===== src/rtl/adc_sample_averager_if.sv =====
// rtl/adc_sample_averager_if.sv - sample strobe input and window-statistics output bundle
interface adc_sample_averager_if #(
    parameter int LOG2_N    = 2,
    parameter int WIN_CNT_W = 16
);
    logic                 ADC_ready;
    logic [7:0]           Valid_Data;
    logic                 enable;
    logic                 clear;
    logic [7:0]           avg_data;
    logic [7:0]           min_data;
    logic [7:0]           max_data;
    logic                 avg_valid;
    logic [LOG2_N:0]      sample_cnt;
    logic [WIN_CNT_W-1:0] win_count;

    modport master (
        output ADC_ready, Valid_Data, enable, clear,
        input  avg_data, min_data, max_data, avg_valid, sample_cnt, win_count
    );

    modport slave (
        input  ADC_ready, Valid_Data, enable, clear,
        output avg_data, min_data, max_data, avg_valid, sample_cnt, win_count
    );
endinterface


===== src/rtl/adc_sample_averager.sv =====
// rtl/adc_sample_averager.sv - windowed mean/min/max of ADC samples, one result per 2^LOG2_N strobes
module adc_sample_averager #(
    parameter int LOG2_N    = 2,
    parameter int WIN_CNT_W = 16
) (
    input  logic                  clk_100M,
    input  logic                  reset,
    adc_sample_averager_if.slave  bus
);
    localparam int ACC_W = 8 + LOG2_N;
    localparam int CNT_W = LOG2_N + 1;
    localparam logic [CNT_W-1:0] LAST_CNT = CNT_W'((1 << LOG2_N) - 1);

    typedef enum logic {ST_ACCUM, ST_LAST} win_state_t;
    // With a one-sample window every accepted sample closes the window.
    localparam win_state_t ST_EMPTY = (LOG2_N == 0) ? ST_LAST : ST_ACCUM;

    win_state_t           state, state_n;
    logic [ACC_W-1:0]     acc, acc_n, sum;
    logic [CNT_W-1:0]     cnt, cnt_n;
    logic [7:0]           run_min, run_min_n, run_max, run_max_n;
    logic [7:0]           new_min, new_max;
    logic [7:0]           avg_q, avg_n, min_q, min_n, max_q, max_n;
    logic                 valid_q, valid_n;
    logic [WIN_CNT_W-1:0] win_q, win_n;
    logic                 ready_d;
    logic                 accept;

    assign accept  = bus.ADC_ready & ~ready_d & bus.enable & ~bus.clear;
    assign sum     = acc + ACC_W'(bus.Valid_Data);
    assign new_min = (bus.Valid_Data < run_min) ? bus.Valid_Data : run_min;
    assign new_max = (bus.Valid_Data > run_max) ? bus.Valid_Data : run_max;

    always_ff @(posedge clk_100M or negedge reset) begin
        if (!reset) begin
            state   <= ST_EMPTY;
            acc     <= '0;
            cnt     <= '0;
            run_min <= 8'hFF;
            run_max <= 8'h00;
            avg_q   <= 8'h00;
            min_q   <= 8'h00;
            max_q   <= 8'h00;
            valid_q <= 1'b0;
            win_q   <= '0;
            ready_d <= 1'b0;
        end else begin
            state   <= state_n;
            acc     <= acc_n;
            cnt     <= cnt_n;
            run_min <= run_min_n;
            run_max <= run_max_n;
            avg_q   <= avg_n;
            min_q   <= min_n;
            max_q   <= max_n;
            valid_q <= valid_n;
            win_q   <= win_n;
            ready_d <= bus.ADC_ready;
        end
    end

    always_comb begin
        state_n   = state;
        acc_n     = acc;
        cnt_n     = cnt;
        run_min_n = run_min;
        run_max_n = run_max;
        avg_n     = avg_q;
        min_n     = min_q;
        max_n     = max_q;
        valid_n   = 1'b0;
        win_n     = win_q;

        if (bus.clear) begin
            state_n   = ST_EMPTY;
            acc_n     = '0;
            cnt_n     = '0;
            run_min_n = 8'hFF;
            run_max_n = 8'h00;
        end else if (accept) begin
            if (state == ST_LAST) begin
                avg_n     = 8'(sum >> LOG2_N);
                min_n     = new_min;
                max_n     = new_max;
                valid_n   = 1'b1;
                win_n     = win_q + WIN_CNT_W'(1);
                state_n   = ST_EMPTY;
                acc_n     = '0;
                cnt_n     = '0;
                run_min_n = 8'hFF;
                run_max_n = 8'h00;
            end else begin
                acc_n     = sum;
                cnt_n     = cnt + CNT_W'(1);
                run_min_n = new_min;
                run_max_n = new_max;
                state_n   = (cnt_n == LAST_CNT) ? ST_LAST : ST_ACCUM;
            end
        end
    end

    assign bus.avg_data   = avg_q;
    assign bus.min_data   = min_q;
    assign bus.max_data   = max_q;
    assign bus.avg_valid  = valid_q;
    assign bus.sample_cnt = cnt;
    assign bus.win_count  = win_q;
endmodule


===== src/flat_wrapper.sv =====
// flat-port wrapper written by rule: the top's interface ports become plain ports
module adc_sample_averager_flat 
#(
    parameter int LOG2_N    = 2,
    parameter int WIN_CNT_W = 16
)
  (clk_100M, reset, bus_ADC_ready, bus_Valid_Data, bus_enable, bus_clear, bus_avg_data, bus_min_data, bus_max_data, bus_avg_valid, bus_sample_cnt, bus_win_count);
  adc_sample_averager_if #(.LOG2_N(LOG2_N), .WIN_CNT_W(WIN_CNT_W)) bus_i ();
  input  logic clk_100M;
  input  logic reset;
  input wire logic [$bits(bus_i.ADC_ready)-1:0] bus_ADC_ready;
  input wire logic [$bits(bus_i.Valid_Data)-1:0] bus_Valid_Data;
  input wire logic [$bits(bus_i.enable)-1:0] bus_enable;
  input wire logic [$bits(bus_i.clear)-1:0] bus_clear;
  output wire logic [$bits(bus_i.avg_data)-1:0] bus_avg_data;
  output wire logic [$bits(bus_i.min_data)-1:0] bus_min_data;
  output wire logic [$bits(bus_i.max_data)-1:0] bus_max_data;
  output wire logic [$bits(bus_i.avg_valid)-1:0] bus_avg_valid;
  output wire logic [$bits(bus_i.sample_cnt)-1:0] bus_sample_cnt;
  output wire logic [$bits(bus_i.win_count)-1:0] bus_win_count;
  assign bus_i.ADC_ready = bus_ADC_ready;
  assign bus_i.Valid_Data = bus_Valid_Data;
  assign bus_i.enable = bus_enable;
  assign bus_i.clear = bus_clear;
  assign bus_avg_data = bus_i.avg_data;
  assign bus_min_data = bus_i.min_data;
  assign bus_max_data = bus_i.max_data;
  assign bus_avg_valid = bus_i.avg_valid;
  assign bus_sample_cnt = bus_i.sample_cnt;
  assign bus_win_count = bus_i.win_count;
  adc_sample_averager #(.LOG2_N(LOG2_N), .WIN_CNT_W(WIN_CNT_W)) u_core (.clk_100M(clk_100M), .reset(reset), .bus(bus_i));
endmodule

===== config.mk =====
export PLATFORM = sky130hd
export DESIGN_NAME = adc_sample_averager_flat
export DESIGN_NICKNAME = d
export VERILOG_FILES = /design/src/rtl/adc_sample_averager_if.sv /design/src/rtl/adc_sample_averager.sv /design/src/flat_wrapper.sv
export SDC_FILE = /design/constraint.sdc
export NUM_CORES = 1
export LEC_CHECK = 0
export CORE_UTILIZATION = 40
export CTS_CLUSTER_DIAMETER = 120
export CTS_CLUSTER_SIZE = 12
export DETAILED_ROUTE_END_ITERATION = 6
export PLACE_DENSITY = 0.67
export SLEW_MARGIN = 20
export SYNTH_ARGS = -nofsm -noshare
export SYNTH_HDL_FRONTEND = slang
export SYNTH_SLANG_ARGS = --single-unit

===== constraint.sdc =====
create_clock -name clk_100M -period 2 [get_ports clk_100M]
set_clock_uncertainty 0.1 [all_clocks]
set_input_delay 0.4 -clock clk_100M [delete_from_list [all_inputs] [get_ports clk_100M]]
set_output_delay 0.4 -clock clk_100M [all_outputs]
set_load 0.02 [all_outputs]

[Word level (Yosys, flattened, before mapping)]
Cells that the tools add are included.
Widths: inputs -> output; s select.
Operators by class
  add/sub/neg operators: 3
  magnitude comparators: 2
  equal/unequal tests: 1
  muxes and demuxes: 21
  bitwise gates (word level): 5
  reduce and logical (&&, ||, !) cells: 2
Operators with widths (number)
  $mux 8: 8
  $mux 10: 3
  $add 16x1->16 const B: 1
  $add 10x8->10: 1
  $mux 3: 3
  $gt 8x8->1: 1
  $lt 8x8->1: 1
  $mux 1: 7
  $add 3x1->3 const B: 1
  $and 1x1->1: 3
  $eq 3x2->1 const B: 1
  $reduce_and 3->1: 1
  $not 1->1: 2
  $reduce_bool 2->1: 1
Word-level totals
  register bits after elaboration: 72
  output and inout bits: 44
  word-level logic and storage cells: 45

[Longest topological paths before layout]
Gate-level depths: netlist (run 1).
  depth after elaboration: 6
  mapped depth: 10
  mapped depth without buffers: 8

[Least setup slack after synthesis (run 1)]
Ideal clock, no wire load.
  kind: input -> register
  start: in bus_Valid_Data[0]
  end: reg u_core.acc[8]
  library setup time: 82 ps
  data arrival time: 1945 ps
  required time: 1818 ps
  path slack: -127 ps
  stages: 8
  path through: ha_1 -> fa_1 -> a21o_1 -> a21oi_1 -> o21a_1 -> o21ai_0 -> nand2b_1 -> a31oi_1
On the way
  word-level cells in the longest chain between the ends: 4
RTL lines
  from (decl): line flat_wrapper.sv:12  | input wire logic [$bits(bus_i.Valid_Data)-1:0] bus_Valid_Data;
  $add 10x8->10: line adc_sample_averager.sv:30  | assign sum = acc + ACC_W'(bus.Valid_Data);
  $mux 10: line adc_sample_averager.sv:81  | if (state == ST_LAST) begin
  $mux 10: line adc_sample_averager.sv:80  | end else if (accept) begin
  $mux 10: line adc_sample_averager.sv:74  | if (bus.clear) begin
  to (signal assigned): line adc_sample_averager.sv:49  | acc <= acc_n;
  to (decl): line adc_sample_averager.sv:19  | logic [ACC_W-1:0] acc, acc_n, sum;
No other way between the ends. The select of a mux whose other input is x is not followed.
A chain may end at the register's enable or synchronous reset.

[Worst setup path after layout (run 1)]
  start: reg u_core.run_max[6]
  end: reg u_core.run_max[5]
On the way
  word-level cells in the longest chain between the ends: 5
RTL lines
  from (decl): line adc_sample_averager.sv:21  | logic [7:0] run_min, run_min_n, run_max, run_max_n;
  from (signal assigned): line adc_sample_averager.sv:52  | run_max <= run_max_n;
  $gt 8x8->1: line adc_sample_averager.sv:32  | assign new_max = (bus.Valid_Data > run_max) ? bus.Valid_Data : run_max;
  $mux 8: line adc_sample_averager.sv:32
  $mux 8: line adc_sample_averager.sv:81
  $mux 8: line adc_sample_averager.sv:80
  $mux 8: line adc_sample_averager.sv:74
No other way between the ends. The select of a mux whose other input is x is not followed.

==> impl_metrics.json, run 1 <==
{
  "setup.reg_to_reg.worst_slack_ps": -80,
  "criticalPathCategory": "reg2reg",
  "netlist_area_um2": 3660,
  "io_pins": 57,
  "drt_pass_1_iters": 6,
  "groute.usage.overall": 0.194,
  "yosys_warnings": 0,
  "path_clk_slew_ps": 80,
  "r2r-start": "u_core.run_max[6]",
  "period_needed_ps": 2080,
  "critPathMaxFanout": 8,
  "fmax_mhz": 481,
  "final-hold-violation-count": 0,
  "post-place-ws_ps": -642,
  "die_area_um2": 9530,
  "io_port_bufs": 56,
  "insertion_delay_ps": 350,
  "core_region_area_um2": 8810,
  "synthMostInstantiatedCell": "sky130_fd_sc_hd__dfrtp_1",
  "std_cell_rows": 34,
  "grt_pass1_wl_mm": 14.6,
  "power.total_mw": 3.11,
  "cts_inserted_buffers": 9,
  "first_global_vias": 3026,
  "vdd_ir_drop_max_v": 0.000300,
  "final_max_slew_viol_count": 0,
  "detail_route.vias_per_cell": 5.15,
  "synth_edf_count": 0,
  "synth_top_area_cell": "sky130_fd_sc_hd__dfrtp_1",
  "cts.path.max_buffers": 2,
  "route.detailed.drc": 14,
  "min_period_over_period": 1.04,
  "synth-seq-area-share": 0.496,
  "wl_per_cell_um": 15.3,
  "critical_path.startpoint_type": "register",
  "antenna_found_initial": 0,
  "crit_path_start": "u_core.run_max[6]",
  "grt_start_max_net_pins": 73,
  "worst_slew_margin_rel": 0.651,
  "total_power_per_unit_cell_area_nw_per_um2": 594,
  "hold_class": "reg2reg",
  "gp_routability_congestion": 0.919,
  "failing_checks": "DRC, setup timing",
  "r2r_end": "u_core.run_max[5]",
  "detail-route-antenna-nets": 0,
  "fp.dieH_um": 97.6,
  "critPathRequiredTime_ps": 2130,
  "ys_async_sr_fraction": 1.00,
  "power.static_leakage_nw": 2.46,
  "dominantRegCellSynth": "sky130_fd_sc_hd__dfrtp_1",
  "max_cap_violations": 0,
  "post_synth_num_cell_types": 42,
  "htreeDepth": 3,
  "clock-root-buffer": "sky130_fd_sc_hd__clkbuf_8",
  "rr_worst_depth": 8,
  "dp_hpwl_mm": 6.24,
  "synth.top_cells.by_area": "sky130_fd_sc_hd__dfrtp_1 (44%), sky130_fd_sc_hd__ha_1 (8.9%), sky130_fd_sc_hd__dfstp_2 (5.7%), sky130_fd_sc_hd__mux2i_1 (4.4%), sky130_fd_sc_hd__a21oi_1 (4.1%)",
  "cts_tree": "yes",
  "post_synth_inst_count": 345,
  "final_critical_path_setup_slack_ps": -77.3,
  "post_synthesis_to_final_layout_area_growth_pct": 43.0,
  "yosysTopAreaCellShare": 0.438,
  "total_of_flip_flops_plus_latches_after_synthesis": 72,
  "final_nets": 508,
  "fin_worst_hold_slack_ps": 372,
  "initial_utilization": 0.415,
  "drtIter0Drc": 116,
  "setup-violations-final": 30,
  "cts_num_sinks": 72,
  "gr-total-overflow": 0,
  "drt-total-wl_mm": 8.90,
  "ant_cells": 0,
  "slew_at_the_pin_closest_to_its_max_slew_limit_ps": 523,
  "rsz_0062_raised_after_global_routing": "yes",
  "cp-endpoint": "u_core.run_max[5]",
  "synth_commonest_cells": "sky130_fd_sc_hd__dfrtp_1 (64), sky130_fd_sc_hd__nand2_1 (35), sky130_fd_sc_hd__a21oi_1 (30), sky130_fd_sc_hd__ha_1 (26), sky130_fd_sc_hd__nor2_1 (26)",
  "syn_nets": 385,
  "worst-endpoint-arrival_ps": 2210,
  "proportion_of_layout_cells_with_a_drive_suffix_above_1": 0.281,
  "horiz_die_dim_um": 97.6,
  "syn_area_per_cell_um2": 10.6,
  "status": "finished, violations left",
  "crit_path_end_kind": "register",
  "route.vias.total": 2993
}
[flip-flops by register name (all words and copies together) (netlist names)]
register / count
u_core.acc: 10
u_core.bus.avg_data: 8
u_core.bus.avg_valid: 1
u_core.bus.max_data: 8
u_core.bus.min_data: 8
u_core.bus.sample_cnt: 3
u_core.bus.win_count: 16
u_core.ready_d: 1
u_core.run_max: 8
u_core.run_min: 8
u_core.state: 1
[layout by cell type, fill, tap and decap left out, types with 8 or more instances in the layout]
master                            instances
sky130_fd_sc_hd__mux2i_1                 12
sky130_fd_sc_hd__a22o_1                  13
sky130_fd_sc_hd__inv_2                    8
sky130_fd_sc_hd__clkbuf_8                 9
sky130_fd_sc_hd__dfrtp_1                 64
sky130_fd_sc_hd__ha_1                    17
sky130_fd_sc_hd__ha_4                     8
sky130_fd_sc_hd__dfstp_2                  8
sky130_fd_sc_hd__buf_6                    8
sky130_fd_sc_hd__o21ai_0                 11
sky130_fd_sc_hd__nor2_1                  24
sky130_fd_sc_hd__o22a_1                   8
sky130_fd_sc_hd__buf_4                   55
sky130_fd_sc_hd__xnor2_1                 14
sky130_fd_sc_hd__inv_1                   12
sky130_fd_sc_hd__xor2_1                   9
sky130_fd_sc_hd__a21oi_1                 25
sky130_fd_sc_hd__nand2_1                 35
sky130_fd_sc_hd__clkdlybuf4s50_1         45
[worst max-delay path: stages, from the launching register on]
cell	delay, ps
sky130_fd_sc_hd__dfrtp_1	400
sky130_fd_sc_hd__inv_2	60
sky130_fd_sc_hd__ha_4	260
sky130_fd_sc_hd__nand4_1	170
sky130_fd_sc_hd__buf_4	190
sky130_fd_sc_hd__o311ai_1	300
sky130_fd_sc_hd__nand2_1	90
sky130_fd_sc_hd__buf_4	180
sky130_fd_sc_hd__a22o_1	200
[power by group]
| group | total (mW) | internal (mW) | leakage (nW) | switching [mW] |
|---|---|---|---|---|
| combinational | 0.466 | 0.231 | 1.40 | 0.235 |
| clock | 1.13 | 0.570 | 0.0920 | 0.561 |
| sequential | 1.51 | 1.49 | 0.967 | 0.0217 |
[worst min-delay path by stage]
| stage | from | endpoint | slack [ps] | cells after the start |
|---|---|---|---|---|
| floorplan | reset | u_core.acc[0] | 4 | 0 |
| global placement | reset | u_core.bus.avg_valid | 360 | 2 |
| detailed placement | reset | u_core.bus.avg_valid | 360 | 2 |
| CTS | u_core.bus.win_count[15] | u_core.bus.win_count[15] | 380 | 1 |
| global route | u_core.bus.win_count[15] | u_core.bus.win_count[15] | 400 | 1 |
| finish | u_core.bus.win_count[15] | u_core.bus.win_count[15] | 370 | 1 |
[cell families (layout without fill, tap and decap cells)]
kind of cell             count (synthesis)  count (layout)  synth area share
buffers and inverters                   31             159            0.0363
AO/OA/AOI/OAI                           83              83             0.148
flip-flops                              72              72             0.496
adder cells (fa/ha/maj)                 27              27            0.0945
multiplexers                            17              17            0.0469
XOR/XNOR                                24              24            0.0575
AND/OR/NAND/NOR                         91              91             0.122
[timing repair]
item                                   4_1_cts  5_1_grt
pin swaps                                   18       31
hold buffers                                 1        0
resized for setup                           24       36
setup buffers                                4        2
endpoints found under the hold margin       64        0
setup endpoints to repair                   44       48
gates cloned                                 0        0
[area by class of cell]
cell class,count,area [µm²]
Sequential cell,72,1810
Tap cell,108,135
Timing Repair Buffer,123,1130
Fill cell,741,3580
Inverter,20,75.1
Clock buffer,10,128
Multi-Input combinational cell,242,1890
Clock inverter,6,60.1
[per-stage QoR]
| step | cell area, µm² | TNS (ps) | instances | util |
|---|---|---|---|---|
| final | 5230 | -1030 | 581 | 0.594 |
| after global routing | 5230 | -4090 | 581 | 0.594 |
| after CTS | 5060 | -887 | 579 | 0.575 |
| after detailed placement | 4780 | -28940 | 558 | 0.543 |
| after global placement | 4780 | -27380 | 558 | 0.543 |
| after floorplan | 3670 | -55.8 | 345 | - |
[routing by layer]
metal,track usage,wire (µm)
met1,0.261,4060
met2,0.310,4240
met3,0.0403,389
met4,0.0688,204
met5,0,0
No activity file was read; power rests on OpenSTA's default activity.
==> run 2: changes to the inputs <==
--- a/config.mk
+++ b/config.mk
@@ -5,6 +5,7 @@
 export SDC_FILE = /design/constraint.sdc
 export NUM_CORES = 1
 export LEC_CHECK = 0
+export CORE_ASPECT_RATIO = 2
 export CORE_UTILIZATION = 40
 export CTS_CLUSTER_DIAMETER = 120
 export CTS_CLUSTER_SIZE = 12
==> run 2 against run 1 <==
  * The flow finishes with violations (setup timing)
  * Critical path depth is the same
  * Sequential power barely moved
  * Global-route usage grew 1.6 points
  * Worst setup slack lost 56 ps
  * Worst hold slack lost 3.2 ps
  * Wire length is 8.4% higher
  * Combinational power up 12%
  * Register-to-register slack worse by 40 ps
  * Via count increased by 1.9%
  * Non-clock buffer count up 14
  * First-iteration DRC count increased by 47%
  * Largest cell class unchanged
  * Largest power group unchanged
==> impl_metrics.json, run 2 (synthesis gave the netlist of run 1 again) <==
{
  "core_region_area_um2": 8950,
  "grt_pass1_wl_mm": 15.4,
  "horiz_die_dim_um": 69.6,
  "hold_class": "reg2reg",
  "final-hold-violation-count": 0,
  "final_max_slew_viol_count": 0,
  "timing.critical_path.slowest_cell_delay_ps": 340,
  "detail_route.vias_per_cell": 5.18,
  "min_period_over_period": 1.07,
  "io_pins": 57,
  "route.detailed.drc": 0,
  "filler_cell_count": 722,
  "groute.usage.overall": 0.211,
  "layout_commonest_cell": "sky130_fd_sc_hd__buf_4",
  "fin_worst_hold_slack_ps": 369,
  "antenna_found_initial": 0,
  "power.share.clock": 0.426,
  "wl_per_cell_um": 16.4,
  "power_switching_uw": 928,
  "drtIter0Drc": 171,
  "pwr-share-seq": 0.427,
  "drt_pass_1_iters": 4,
  "ant_cells": 0,
  "sum_of_negative_setup_slack_ps": -2040,
  "dp_hpwl_mm": 6.82,
  "fmax_mhz": 469,
  "die_area_um2": 9550,
  "std_cell_rows": 49,
  "area_of_the_multi_input_gates_um2": 2030,
  "crit_path_start": "bus_Valid_Data[4]",
  "critPathMaxFanout": 8,
  "crit_path_end_kind": "register",
  "path_cells": "dlygate4sd2_1, ha_4, nand4_1, o21ai_2, o31a_1, buf_6, mux2i_1, a21oi_1",
  "htreeDepth": 3,
  "cts_inserted_buffers": 9,
  "detail-route-antenna-nets": 0,
  "io_port_bufs": 56,
  "failing_checks": "setup timing",
  "total_power_per_unit_cell_area_nw_per_um2": 643,
  "drt-total-wl_mm": 9.65,
  "seq_area_um2": 1810,
  "worst-endpoint-arrival_ps": 2250,
  "cts.path.max_buffers": 2,
  "initial_utilization": 0.408,
  "critPathSlowestCell": "sky130_fd_sc_hd__dlygate4sd2_1",
  "setup-violations-final": 28,
  "r2r-start": "u_core.run_max[4]",
  "fp.dieH_um": 137,
  "vdd_ir_drop_max_v": 0.000425,
  "post_synthesis_to_final_layout_area_growth_pct": 50.9,
  "cts_tree": "yes",
  "pwr-share-comb": 0.147,
  "first_global_vias": 3293,
  "final_nets": 522,
  "path_clk_slew_ps": 60,
  "critical_path.startpoint_type": "input pin",
  "largest_register_ffs": 16,
  "rsz_0062_raised_after_global_routing": "yes",
  "slew_at_the_pin_closest_to_its_max_slew_limit_ps": 443,
  "gr-total-overflow": 0,
  "clock-root-buffer": "sky130_fd_sc_hd__clkbuf_16",
  "switching_share": 0.262,
  "cts_num_sinks": 72,
  "period_needed_ps": 2130,
  "status": "finished, violations left",
  "max_cap_violations": 0,
  "layout_common_cells": "sky130_fd_sc_hd__buf_4 (71), sky130_fd_sc_hd__dfrtp_1 (63), sky130_fd_sc_hd__clkdlybuf4s50_1 (47), sky130_fd_sc_hd__nand2_1 (35), sky130_fd_sc_hd__nor2_1 (24)",
  "power_report.internal_total_mw": 2.62,
  "worst_hold_startpoint": "u_core.bus.win_count[15]",
  "proportion_of_layout_cells_with_a_drive_suffix_above_1": 0.339,
  "final_critical_path_setup_slack_ps": -133,
  "gp_routability_congestion": 0.847,
  "power.static_leakage_nw": 2.53,
  "critPathRequiredTime_ps": 2120,
  "grt_start_max_net_pins": 26,
  "worst_slew_margin_rel": 0.705,
  "power.total_mw": 3.55,
  "route.vias.total": 3051,
  "insertion_delay_ps": 340,
  "criticalPathCategory": "in2reg"
}
[run 2: power groups by stage]
stage,logic [mW],clock network (mW),registers [mW]
after global placement,0.407,0,1.53
after CTS,0.450,1.53,1.51
final,0.521,1.51,1.52
after detailed placement,0.420,0,1.53
after floorplan,0.188,0,1.54
after global routing,0.571,1.60,1.52
[run 2: area by class of cell]
cell class,instances,share of cell area
well taps,102,0.0231
repair buffers,137,0.216
inverters,20,0.0136
flip-flops and latches,72,0.329
clock inverters,6,0.00794
clock buffers,10,0.0433
multi-input cells,242,0.367
[run 2: worst max-delay path, delay by kind of cell]
family	cells	cell delay, ps
compound gates	3	560
buf+inv	2	520
fa+ha+maj	1	310
mux	1	240
simple gates	1	220
[run 2: final timing paths]
| path | to | slack (ps) | depth (start not counted) |
|---|---|---|---|
| worst max-delay path | u_core.bus.max_data[7] | -130 | 8 |
| worst min-delay path | u_core.bus.win_count[15] | 370 | 1 |
| worst max register to register | u_core.bus.max_data[7] | -120 | 8 |
| worst min register to register | u_core.bus.win_count[15] | 370 | 1 |
| max in group asynchronous | u_core.run_min[1] | 760 | 3 |
| min in group asynchronous | u_core.bus.win_count[6] | 430 | 2 |
[run 2: stage by stage]
| step | utilization | cells | cell area, µm² | setup WS [ps] |
|---|---|---|---|---|
| after floorplan | - | 345 | 3670 | -6.97 |
| after global placement | 0.538 | 557 | 4810 | -678 |
| after detailed placement | 0.538 | 557 | 4810 | -722 |
| after CTS | 0.586 | 580 | 5240 | -79.3 |
| after global routing | 0.616 | 589 | 5520 | -222 |
| final | 0.616 | 589 | 5520 | -133 |
[run 2: layer usage]
metal  global-route usage  wire, µm  part of all wire
met1                0.217      3580              0.37
met4                0.125       434             0.045
met2                0.385      5320              0.55
met3               0.0468       317             0.033
met5                    0         0                 0
[run 2: timing repair]
action	4_1_cts	5_1_grt
hold endpoints to repair	8	0
endpoints found under the setup margin	44	46
gates resized for setup	34	50
hold buffers	1	0
setup buffers	7	9
pin swaps	27	41
